--- config.mk ---
export PLATFORM = sky130hd
export DESIGN_NAME = mac_col_issuer
export DESIGN_NICKNAME = d
export VERILOG_FILES = /design/src/rtl/mac_col_issuer.sv
export SDC_FILE = /design/constraint.sdc
export NUM_CORES = 1
export LEC_CHECK = 0
export CAP_MARGIN = 20
export CORE_MARGIN = 2
export CORE_UTILIZATION = 30
export DETAILED_ROUTE_END_ITERATION = 7
export DONT_BUFFER_PORTS = 1
export PLACE_DENSITY = 0.51
export RECOVER_POWER = 25
export SYNTH_ARGS = -nofsm -noshare
export SYNTH_HDL_FRONTEND = slang
export SYNTH_SLANG_ARGS = --single-unit
export TNS_END_PERCENT = 30
--- constraint.sdc ---
create_clock -name clk -period 4.5 [get_ports clk]
set_input_delay 0.45 -clock clk [delete_from_list [all_inputs] [get_ports clk]]
set_output_delay 0.45 -clock clk [all_outputs]
set_load 0.005 [all_outputs]
--- src/rtl/mac_col_issuer.sv ---
// Initiator for the mac_col column chain: streams kernel then query vectors from a
// 1-cycle SRAM onto q_out/o_inst. Optional abort input enabled by MAC_ISSUER_ABORT_EN.
module mac_col_issuer #(
  parameter int bw        = 8,
  parameter int pr        = 8,
  parameter int addr_w    = 8,
  parameter int flush_cyc = 4
) (
  input  logic                 clk,
  input  logic                 reset,
  input  logic                 start,
  input  logic [addr_w-1:0]    k_base,
  input  logic [addr_w-1:0]    k_len,
  input  logic [addr_w-1:0]    q_base,
  input  logic [addr_w-1:0]    q_len,
`ifdef MAC_ISSUER_ABORT_EN
  input  logic                 abort,
`endif
  output logic                 mem_rd_en,
  output logic [addr_w-1:0]    mem_addr,
  input  logic [bw*pr-1:0]     mem_rdata,
  output logic [bw*pr-1:0]     q_out,
  output logic [1:0]           o_inst,
  output logic                 busy,
  output logic                 done
);

  localparam int FW = $clog2(flush_cyc + 3);
  localparam int CW = (addr_w > FW) ? addr_w : FW;
  localparam logic [CW-1:0] FLUSH_LEN = CW'(flush_cyc + 2);
  localparam logic [CW-1:0] CNT_ONE   = CW'(1);

  localparam logic [1:0] T_IDLE = 2'b00;
  localparam logic [1:0] T_LOAD = 2'b01;
  localparam logic [1:0] T_EXEC = 2'b10;

  typedef enum logic [2:0] {
    S_IDLE, S_LOAD, S_GAP, S_EXEC, S_FLUSH, S_DONE
  } state_t;

  state_t              state;
  logic [CW-1:0]       cnt;
  logic [addr_w-1:0]   q_base_r;
  logic [addr_w-1:0]   q_len_r;
  logic [1:0]          tag_p0;
  logic [1:0]          tag_p1;
  logic                abort_req;

`ifdef MAC_ISSUER_ABORT_EN
  assign abort_req = abort;
`else
  assign abort_req = 1'b0;
`endif

  always_ff @(posedge clk) begin
    if (!reset) begin
      state     <= S_IDLE;
      cnt       <= '0;
      q_base_r  <= '0;
      q_len_r   <= '0;
      mem_rd_en <= 1'b0;
      mem_addr  <= '0;
      tag_p0    <= T_IDLE;
      tag_p1    <= T_IDLE;
      o_inst    <= T_IDLE;
      q_out     <= '0;
      busy      <= 1'b0;
      done      <= 1'b0;
    end else begin
      // Stage p0 -> p1: the read issued this cycle returns data next cycle
      tag_p1 <= tag_p0;
      // Stage p1 -> output: register returned data with its tag; idle slots hold q_out
      o_inst <= tag_p1;
      if (tag_p1 != T_IDLE) q_out <= mem_rdata;

      case (state)
        S_IDLE: begin
          if (start) begin
            q_base_r <= q_base;
            q_len_r  <= q_len;
            busy     <= 1'b1;
            if (k_len != '0) begin
              state     <= S_LOAD;
              mem_rd_en <= 1'b1;
              mem_addr  <= k_base;
              cnt       <= CW'(k_len);
              tag_p0    <= T_LOAD;
            end else if (q_len != '0) begin
              state     <= S_EXEC;
              mem_rd_en <= 1'b1;
              mem_addr  <= q_base;
              cnt       <= CW'(q_len);
              tag_p0    <= T_EXEC;
            end else begin
              state <= S_FLUSH;
              cnt   <= FLUSH_LEN;
            end
          end
        end

        S_LOAD: begin
          if (abort_req) begin
            state     <= S_FLUSH;
            mem_rd_en <= 1'b0;
            tag_p0    <= T_IDLE;
            cnt       <= FLUSH_LEN;
          end else if (cnt == CNT_ONE) begin
            state     <= S_GAP;
            mem_rd_en <= 1'b0;
            tag_p0    <= T_IDLE;
          end else begin
            mem_addr <= mem_addr + 1'b1;
            cnt      <= cnt - 1'b1;
          end
        end

        // One bubble between kernel and query words so the column sees a clean switch
        S_GAP: begin
          if (abort_req || q_len_r == '0) begin
            state <= S_FLUSH;
            cnt   <= FLUSH_LEN;
          end else begin
            state     <= S_EXEC;
            mem_rd_en <= 1'b1;
            mem_addr  <= q_base_r;
            cnt       <= CW'(q_len_r);
            tag_p0    <= T_EXEC;
          end
        end

        S_EXEC: begin
          if (abort_req || cnt == CNT_ONE) begin
            state     <= S_FLUSH;
            mem_rd_en <= 1'b0;
            tag_p0    <= T_IDLE;
            cnt       <= FLUSH_LEN;
          end else begin
            mem_addr <= mem_addr + 1'b1;
            cnt      <= cnt - 1'b1;
          end
        end

        S_FLUSH: begin
          if (cnt == CNT_ONE) begin
            state <= S_DONE;
            done  <= 1'b1;
          end else begin
            cnt <= cnt - 1'b1;
          end
        end

        S_DONE: begin
          state <= S_IDLE;
          done  <= 1'b0;
          busy  <= 1'b0;
        end

        default: state <= S_IDLE;
      endcase
    end
  end

endmodule
==> reports/summary.log <==
[cts] CTS tree yes
[finish] Antenna diodes 0
[worst_setup_path] type of the worst setup path register to register
[drt] routed via count divided by cell count 5.292
[floorplan] die boundary height 130.4 um
[timing] Fin Clk Skew 0.01097 ns
[grt] number of global-route vias before repair 3693
[synthesis] Async SR Flop Fraction 0
[worst_setup_path] WP data arrival 2.68 ns
[worst_setup_path] largest stage delay on the critical path 0.74 ns
[grt] antenna violations before repair 0
[worst_hold_path] class of the most critical hold timing path input port to register
[pwr] leakage dissipation 0.001800 uW
[pwr] Max rail drop VDD 0.2203 mV
[finish] share of layout cells above drive strength 1 0.07953
[drt] Iter 0 DRT Violations 284
[synthesis] sequential-to-total area share from yosys stat 0.4511
[placed_design] detailed-placement wirelength estimate 9.250 mm
[worst_setup_path] critical path cell sequence nor2b_1 -> a21oi_1 -> o221ai_1 -> nand2_1 -> o22ai_1
[floorplan] number of standard-cell rows in the floorplan 46
[timing] Slew Limit Headroom 0.4452
[drt] remaining number of nets flagged by the antenna check after routing 0
[cts] post-CTS setup repair buffer count 0
[pwr] switching part of the total power 0.3759
[drt] wire per inst 16.16 um
[worst_setup_path] largest fanout on the critical path 18
[synthesis] total of flip-flops plus latches after synthesis 108
[cts] Clk Tree Root Cell clkbuf_16
[cts] hold-fix buffer count after cts 0
[timing] Hold Vio Cnt, Final 0
[timing] highest achievable clock rate 416.0 MHz
[floorplan] Die Outline Area 17010 sq um
[floorplan] horizontal die dimension 130.4 um
[worst_setup_path] required time at the endpoint of the critical path 4.78 ns
[synthesis] post-synth top area cell dfxtp_1
[grt] overflow left after global routing 0
[timing] ratio of final minimum period to clock period 0.5342
[timing] setup repair after global routing missed its margin no
[drt] iteration count of the initial detailed-routing pass 5
[outcome] outcome complete, no violations
[pwr] Clk pwr share 0.272
[grt] wire length of the first global-routing pass 19.04 mm
[placed_design] count of buffers inserted at the top-level ports 0
[synthesis] biggest area contributors in the synthesized netlist dfxtp_1, nand2_1, a21oi_1
[pwr] net switching power 1112 uW
[synthesis] post-synth cell types 61
[worst_setup_path] Worst Setup End Kind register
[flow_run] number of violations of the max-capacitance limit 0
[timing] Setup TNS Final 0 ns
[synthesis] Net Count, Synth 711
[drt] wirelength, routed 13.04 mm
[pwr] power share of the sequential group 0.446
[drt] routed via count 4271
[floorplan] num ports 176
[cts] H-tree depth 3
[synthesis] syn avg cell area 7.871 sq um
[finish] area overhead of the layout relative to synthesis 9.606%
[timing] count of final max-slew check failures 0
[drt] DRC violations left 0
[pwr] Int Pwr 1846 uW
[timing] Setup Viol. Count Final 0
[placed_design] Final GP Congestion 0.8780
[synthesis] Main synth FF type dfxtp_1
[floorplan] floorplan core area 15770 sq um
[cts] clock insertion delay at the later pin of the skew report 0.36 ns
[cts] clock slew seen by the registers of the worst setup and hold paths 0.08 ns
[synthesis] area of the mapped netlist 4793 sq um
[pwr] fraction of power consumed by combinational cells 0.281
[synthesis] Yosys top cell area share 0.4511
[synthesis] number of instances in the synthesized netlist 609
[pwr] Design Power 2958 uW
[worst_setup_path] critical path startpoint category register
[cts] maximum count of clock buffers along a single path 2
[grt] GRT Resource Usage Total 0.1421
[floorplan] initial cell density of the core 0.3040
[timing] worst-margin pin slew 0.8305 ns
[worst_setup_path] cell family with the largest share of critical-path delay simple AND/OR/NAND/NOR gates
[pwr] total power density per cell area 562.9 nW/um^2
[cts] Inserted Clock Buffers 9
[cts] Num Clock Sinks 108
[worst_setup_path] Critical-path top delay cell nor2b_1
[worst_setup_path] Buf/Inv on CP 0
[cts] CTS-repair resized insts 0
[synthesis] Synth Warn # 0
[synthesis] number of enable flip-flop cells after synthesis 0
[timing] time the final worst path needs with I/O delays and setup 2.404 ns
[grt] maximum number of pins on one net before global-route repair 65
[timing] worst-case hold slack 0.2206 ns
[finish] total number of nets in the final design 688
worst reg2reg max path, cell delays in order, from the launching register on:
cell and delay (ns):
dfxtp_1 0.68, nor2b_1 0.75, a21oi_1 0.15, o221ai_1 0.34, nand2_1 0.21, o22ai_1 0.21
flip-flops by register name, indices dropped and copies added (netlist names), 2 cells and up:
register,flops
state,3
q_base_r,8
tag_p0,2
cnt,8
q_len_r,8
tag_p1,2
o_inst,2
q_out,64
mem_addr,8
layout by cell type, fill, tap and decap left out, types with 4 or more instances in the layout:
cell type / n
o21ai_0: 9
nor3_1: 10
nor2_1: 25
a21oi_1: 103
a31oi_1: 18
nand3_1: 11
and3_1: 6
xnor2_1: 4
clkbuf_16: 9
dfxtp_1: 108
nor4_1: 5
nor4b_1: 5
nand2_1: 184
inv_1: 7
xor2_1: 4
cell usage after synthesis, types with 2 or more instances:
master and number:
nand2_1 184, dfxtp_1 108, a21oi_1 103, nor2_1 26
clkbuf_1 25, a31oi_1 18, nand3_1 11, nor3_1 10
o21ai_0 9, inv_1 8, buf_2 7, and2_1 6
and3_1 6, nor4_1 5, nor4b_1 5, xnor2_1 4
xor2_1 4, a22oi_1 3, a311oi_1 3, buf_1 3
ha_1 3, mux2_4 3, nor4_4 3, o22ai_1 3
a211oi_1 2, a222oi_1 2, a22o_1 2, a2bb2oi_1 2
buf_4 2, buf_6 2, nor3b_2 2, nor4_2 2
o221a_2 2, o221ai_1 2, o31a_1 2, o32ai_1 2
layout make-up:
type                            instances  area, sq um
Tap cell                              216        270.3
Clock inverter                          6        67.56
Clock buffer                           10        239.0
Fill cell                            1703        10520
Multi-Input combinational cell        454         2431
Timing Repair Buffer                    5        53.80
Inverter                                8        30.03
Sequential cell                       108         2162
per-layer routing:
layer  routed length [um]  global-route usage  up-vias
met2                 6218              0.2214      175
met3                  981             0.03827       27
met1                 5471              0.1822     1998
met5                    0                   0        -
met4                  372             0.07134        0
li1                     -                   -     2071
cells by family after synthesis:
| family | after synthesis | synth area share |
|---|---|---|
| buffers and inverters | 47 | 0.04333 |
| adders and majority gates | 3 | 0.007832 |
| xor gates and xnor gates | 8 | 0.01462 |
| muxes | 4 | 0.01175 |
| DFF | 108 | 0.4511 |
| AOI/OAI and AO/OA | 168 | 0.2133 |
| and+or+nand+nor | 271 | 0.2582 |
power groups by stage:
stage	clock [uW]	sequential [uW]	combinational (uW)
after detailed placement	0	1340	811
final	805	1320	832
after global routing	873	1340	936
after floorplan	0	1270	691
after CTS	832	1320	813
after global placement	0	1340	798
through the flow:
step                setup slack, ns  instance area [sq um]    util  instances
floorplan                     2.689                   4793       -        609
global placement              2.125                   4908  0.3113        788
detailed placement            2.001                   4908  0.3113        788
CTS                           1.957                   5215  0.3307        804
global route                  1.950                   5254  0.3331        807
finish                        2.096                   5254  0.3331        807
path summary, 6_finish.rpt:
kind / from / end / slack (ns) / cells past startpoint
max: state[0]$_SDFFE_PN0P_ / cnt[7]$_SDFFE_PN0P_ / 2.10 / 5
min: mem_rdata[23] / q_out[23]$_SDFFE_PN0P_ / 0.22 / 2
max reg2reg: state[0]$_SDFFE_PN0P_ / cnt[7]$_SDFFE_PN0P_ / 2.10 / 5
min reg2reg: q_base_r[0]$_SDFFE_PN0P_ / q_base_r[0]$_SDFFE_PN0P_ / 0.46 / 2
Power figures use the tool's default switching activity.
